**config.mk**
```make
export PLATFORM = sky130hd
export DESIGN_NAME = noc_inject_buffer
export DESIGN_NICKNAME = d
export VERILOG_FILES = /design/src/rtl/noc_inject_buffer.sv
export SDC_FILE = /design/constraint.sdc
export NUM_CORES = 1
export LEC_CHECK = 0
export BUFFER_PORTS_ARGS = -buffer_cell sky130_fd_sc_hd__buf_2
export CAP_MARGIN = 10
export CORE_AREA = 5 5 281 283
export CTS_CLUSTER_DIAMETER = 50
export DETAILED_ROUTE_END_ITERATION = 12
export DIE_AREA = 0 0 286 288
export MAX_ROUTING_LAYER = met4
export PLACE_DENSITY = 0.74
export RECOVER_POWER = 100
export SYNTH_ARGS = -nofsm -noshare
export SYNTH_HDL_FRONTEND = slang
export SYNTH_SLANG_ARGS = --single-unit
```
**constraint.sdc**
```tcl
create_clock -name clk -period 9.7 [get_ports clk]
set_clock_uncertainty 0.2 [all_clocks]
set_input_delay 0.485 -clock clk [delete_from_list [all_inputs] [get_ports clk]]
set_output_delay 0.485 -clock clk [all_outputs]
set_load 0.005 [all_outputs]
```
**src/rtl/noc_inject_buffer.sv**
```systemverilog
//==============================================================================
// Module      : noc_inject_buffer
// Description : PE-to-router injection FIFO with destination filtering and
//               forwarded/dropped flit counters. Define NOC_INJECT_STATS_EN to
//               build the stall_cycles / max_fill statistics registers.
// Revision    : 1.0 - initial release
//==============================================================================
`default_nettype none

module noc_inject_buffer #(
  parameter int X           = 2,
  parameter int Y           = 2,
  parameter int data_width  = 256,
  parameter int x_size      = 1,
  parameter int y_size      = 1,
  parameter int total_width = x_size + y_size + data_width,
  parameter int DEPTH       = 4
) (
  input  logic                       clk,
  input  logic                       rst,
  input  logic                       i_valid,
  input  logic [total_width-1:0]     i_data,
  output logic                       o_ready,
  output logic                       o_valid,
  output logic [total_width-1:0]     o_data,
  input  logic                       i_ready,
  output logic [$clog2(DEPTH):0]     fill_level,
  output logic [31:0]                sent_count,
  output logic [31:0]                drop_count,
  output logic                       dest_err,
  output logic [31:0]                stall_cycles,
  output logic [$clog2(DEPTH):0]     max_fill
);

  localparam int ADDR_W = $clog2(DEPTH);
  localparam int PTR_W  = ADDR_W + 1;

  logic [total_width-1:0] mem [DEPTH];
  logic [PTR_W-1:0]       wr_ptr;
  logic [PTR_W-1:0]       rd_ptr;

  logic [x_size-1:0]      dest_x;
  logic [y_size-1:0]      dest_y;
  logic                   dest_bad;
  logic                   accept;
  logic                   wr_en;
  logic                   drop_en;
  logic                   rd_en;
  logic                   is_empty;
  logic                   is_full;

  // Extra pointer MSB separates full (MSBs differ) from empty (MSBs equal).
  assign is_empty   = (wr_ptr == rd_ptr);
  assign is_full    = (wr_ptr[ADDR_W] != rd_ptr[ADDR_W]) &&
                      (wr_ptr[ADDR_W-1:0] == rd_ptr[ADDR_W-1:0]);
  assign fill_level = wr_ptr - rd_ptr;

  assign o_ready = !is_full;
  assign o_valid = !is_empty;
  assign o_data  = is_empty ? '0 : mem[rd_ptr[ADDR_W-1:0]];

  assign dest_x   = i_data[x_size-1:0];
  assign dest_y   = i_data[x_size+y_size-1:x_size];
  assign dest_bad = (32'(dest_x) >= 32'(X)) || (32'(dest_y) >= 32'(Y));

  assign accept  = i_valid && o_ready;
  assign wr_en   = accept && !dest_bad;
  assign drop_en = accept && dest_bad;
  assign rd_en   = o_valid && i_ready;

  // Storage carries no reset; o_data is masked to zero while empty.
  always_ff @(posedge clk) begin
    if (wr_en) begin
      mem[wr_ptr[ADDR_W-1:0]] <= i_data;
    end
  end

  always_ff @(posedge clk or posedge rst) begin
    if (rst) begin
      wr_ptr <= '0;
      rd_ptr <= '0;
    end else begin
      if (wr_en) begin
        wr_ptr <= wr_ptr + 1'b1;
      end
      if (rd_en) begin
        rd_ptr <= rd_ptr + 1'b1;
      end
    end
  end

  always_ff @(posedge clk or posedge rst) begin
    if (rst) begin
      sent_count <= '0;
      drop_count <= '0;
      dest_err   <= 1'b0;
    end else begin
      if (rd_en && (sent_count != 32'hFFFF_FFFF)) begin
        sent_count <= sent_count + 32'd1;
      end
      if (drop_en && (drop_count != 32'hFFFF_FFFF)) begin
        drop_count <= drop_count + 32'd1;
      end
      if (drop_en) begin
        dest_err <= 1'b1;
      end
    end
  end

`ifdef NOC_INJECT_STATS_EN
  logic [PTR_W-1:0] fill_next;
  logic [31:0]      stall_q;
  logic [PTR_W-1:0] max_q;

  // Track the post-edge occupancy so max_fill never lags fill_level.
  always_comb begin
    fill_next = fill_level;
    if (wr_en && !rd_en) begin
      fill_next = fill_level + 1'b1;
    end else if (!wr_en && rd_en) begin
      fill_next = fill_level - 1'b1;
    end
  end

  always_ff @(posedge clk or posedge rst) begin
    if (rst) begin
      stall_q <= '0;
      max_q   <= '0;
    end else begin
      if (o_valid && !i_ready && (stall_q != 32'hFFFF_FFFF)) begin
        stall_q <= stall_q + 32'd1;
      end
      if (fill_next > max_q) begin
        max_q <= fill_next;
      end
    end
  end

  assign stall_cycles = stall_q;
  assign max_fill     = max_q;
`else
  assign stall_cycles = '0;
  assign max_fill     = '0;
`endif

endmodule

`default_nettype wire

```
==> impl_metrics.ini <==
[sta]
max_freq_mhz = 148.7
setup_tns_ns = 0
period_share_pct = 69.35
final_max_slew_viol_count = 530
setup_viol = 0
min_period_ns = 6.727
final_hold_viol_count = 0
worst_pin_slew_ns = 2.879
rsz0062_at_grt = no
relSlewSlack_pct = -91.91

[synth]
synth_cells = 1890
ys_seq_elements = 1070
avgSynthCellArea_sq_um = 21.85
ys_seq_area_share_pct = 77.33
ys_warn_count = 0
ys_types = 39
syn_area_sq_mm = 0.04130

[worst_setup_path]
critPathMaxStageDelay_ns = 1.71
cpLargestDelayFamily = buffers and inverters
critPathLaunchType = register
r2r_slack_ns = 3.39
critPathKind = reg -> out
worstPathArrival_ns = 6.04
r2r-start = rd_ptr[0]$_DFFE_PP0P_
crit_slowest_cell = clkbuf_2
reg2reg_to = mem[3][114]$_DFFE_PP_
worst-path-buf-inv = 2
required_ns = 9.02
cp_max_fo = 110
cp_cell_sequence = ha_1 > nand2_1 > or2_4 > clkbuf_2 > and2_0 > buf_2
reg2reg_depth = 4
critPathCaptureType = primary output

[floorplanning]
initial_core_util_pct = 54.03
core_region_area_sq_mm = 0.07645
die_w_um = 286
rows = 102
die_h_um = 288
die_area_sq_mm = 0.08237
io_pins = 625

[routing]
routedWlPerCell_um = 24.08
dr_total_vias = 21290
first_pass_iters = 5
drt-initial-drc-count = 1498
wl_um = 92520
ant_nets = 0
vias_per_cell = 5.541
drc_errors = 0

[grt]
grt_max_degree = 144
grt.total_usage_pct = 22.84
grt_overflow = 0
grt_pass1_vias = 22525
grt_first_pass_wirelength_um = 139400
antenna_found_initial = 17

[power_and_ir_drop]
p_per_area_mw_per_mm2 = 317.0
power.leakage_nw = 16.93
ir_drop_v = 0.0002891

[finish]
nNetsFinal = 3017
syn2layout_area_growth_pct = 22.55
utilization_pct = 66.21
filler_cell_count = 5046
drive_above_1_share_pct = 22.69
final_common_cell = edfxtp_1
final_cell_mix = edfxtp_1, clkbuf_1, dlygate4sd3_1

[cts]
cts_setup_buffers = 0
cts.htree.levels = 3
clockBufferDepth = 3
clkLatencyLatePin_ns = 0.64
ctsResizeCount = 0
cts.sinks = 1070
numCtsBuffers = 109
clkSlewWorstSetupHoldPaths_ns = 0.06
cts_tree = done
cts_root_buffer = clkbuf_16

[placement]
numPortBuffers = 556
dp_hpwl_um = 54630
gp_congestion = 0.7982

[run_status]
violations = capacitance limit, slew limit
status = finished, violations left

[min_path]
min_path_cells = 3
worstHoldStart = i_valid
hold_end = wr_ptr[1]$_DFFE_PP0N_
hold_class = in -> reg

[run]
maxCapViolations = 10
worst min-delay path: stages:
cell,delay [ns]
buf_2,0.12
and2_0,0.19
o21ai_0,0.09
metal layers:
| layer | GRT usage, % | wire [um] |
|---|---|---|
| met1 | 28.54 | 33980 |
| met2 | 37.86 | 48820 |
| met3 | 4.972 | 6766 |
| met4 | 7.599 | 2953 |
| met5 | - | 0 |
area by class of cell:
cell class              instances  area (sq um)  share of cell area [%]
repair buffers                835          5127                   10.13
flip-flops and latches       1070         31940                   63.10
inverters                       8         30.03                 0.05933
diodes                         16         40.04                 0.07910
multi-input cells             722          8681                   17.15
clock inverters                81         764.5                   1.510
well taps                     988          1236                   2.442
clock buffers                 122          2798                   5.527
power breakdown:
part / internal, mW / switching [mW]
Sequential: 6.23 / 0.296
Combinational: 2.45 / 2.99
Clock: 2.36 / 1.72
Total: 11.0 / 5.01
state kept, by name, summed over array words and instances, names as in the netlist:
signal,flops
sent_count,32
wr_ptr,3
mem,1032
rd_ptr,3
timing repair:
| action | CTS | global route |
|---|---|---|
| hold buffers | 260 | 0 |
| endpoints found under the hold margin | 1071 | 0 |
| setup endpoints to repair | 0 | 0 |
Yosys cell counts, drive strengths merged:
master | instances | area (sq um)
edfxtp | 1032 | 30990
and2 | 260 | 1627
mux4 | 258 | 5811
buf | 94 | 639.4
clkbuf | 63 | 237.7
dfrtp | 38 | 950.9
xnor2 | 19 | 166.4
xor2 | 17 | 148.9
nand3 | 14 | 70.07
nand4 | 12 | 87.58
nand2 | 11 | 41.29
nor3 | 10 | 60.06
ha | 8 | 100.1
inv | 8 | 30.03
nor2 | 7 | 26.28
and3 | 6 | 37.54
nor3b | 4 | 35.03
nor4 | 4 | 25.02
and4 | 3 | 26.28
mux2 | 3 | 33.78
nand4b | 3 | 26.28
o21ai | 3 | 18.77
or2 | 3 | 18.77
or3 | 3 | 23.77
or4 | 2 | 22.52
a31oi | 1 | 12.51
conb | 1 | 3.750
fa | 1 | 20.02
nand2b | 1 | 6.260
nor4b | 1 | 8.760
per-stage QoR:
step | setup slack [ns] | total power, mW | hold WS [ns] | instances | area [sq um]
floorplan | 1.154 | 9.982 | 0.2604 | 1957 | 41560
global placement | 5.310 | 12.04 | 0.2754 | 3363 | 44930
detailed placement | 5.319 | 12.12 | 0.2842 | 3363 | 44930
CTS | 4.586 | 16.31 | 0.02307 | 3826 | 51100
global route | 2.308 | 16.85 | 0.1050 | 3842 | 50620
finish | 2.973 | 16.05 | 0.09100 | 3842 | 50620
cells by family (layout without fill, tap and decap cells):
logic type / count (synthesis) / count (layout) / synth area share, %
other: 1 / 84 / 0.009079
AO/OA/AOI/OAI: 4 / 4 / 0.07573
adder cells (fa/ha/maj): 9 / 9 / 0.2908
AND/OR/NAND/NOR: 344 / 344 / 5.186
buffers and inverters: 165 / 1046 / 2.196
multiplexers: 261 / 261 / 14.15
XOR/XNOR: 36 / 36 / 0.7634
flip-flops: 1070 / 1070 / 77.33
how the worst max path moves through the flow:
stage,from,end,slack (ns),depth (start not counted)
after global placement,rd_ptr[0]$_DFFE_PP0P_,o_data[139],5.31,5
after floorplan,rd_ptr[1]$_DFFE_PP0P_,mem[3][0]$_DFFE_PP_,1.15,7
after CTS,rd_ptr[0]$_DFFE_PP0P_,o_data[139],4.59,5
final,rd_ptr[0]$_DFFE_PP0P_,o_data[136],2.97,6
after detailed placement,rd_ptr[0]$_DFFE_PP0P_,o_data[218],5.32,5
after global routing,rd_ptr[0]$_DFFE_PP0P_,o_data[139],2.31,5
Note: power is estimated with default switching activity, not from simulation.
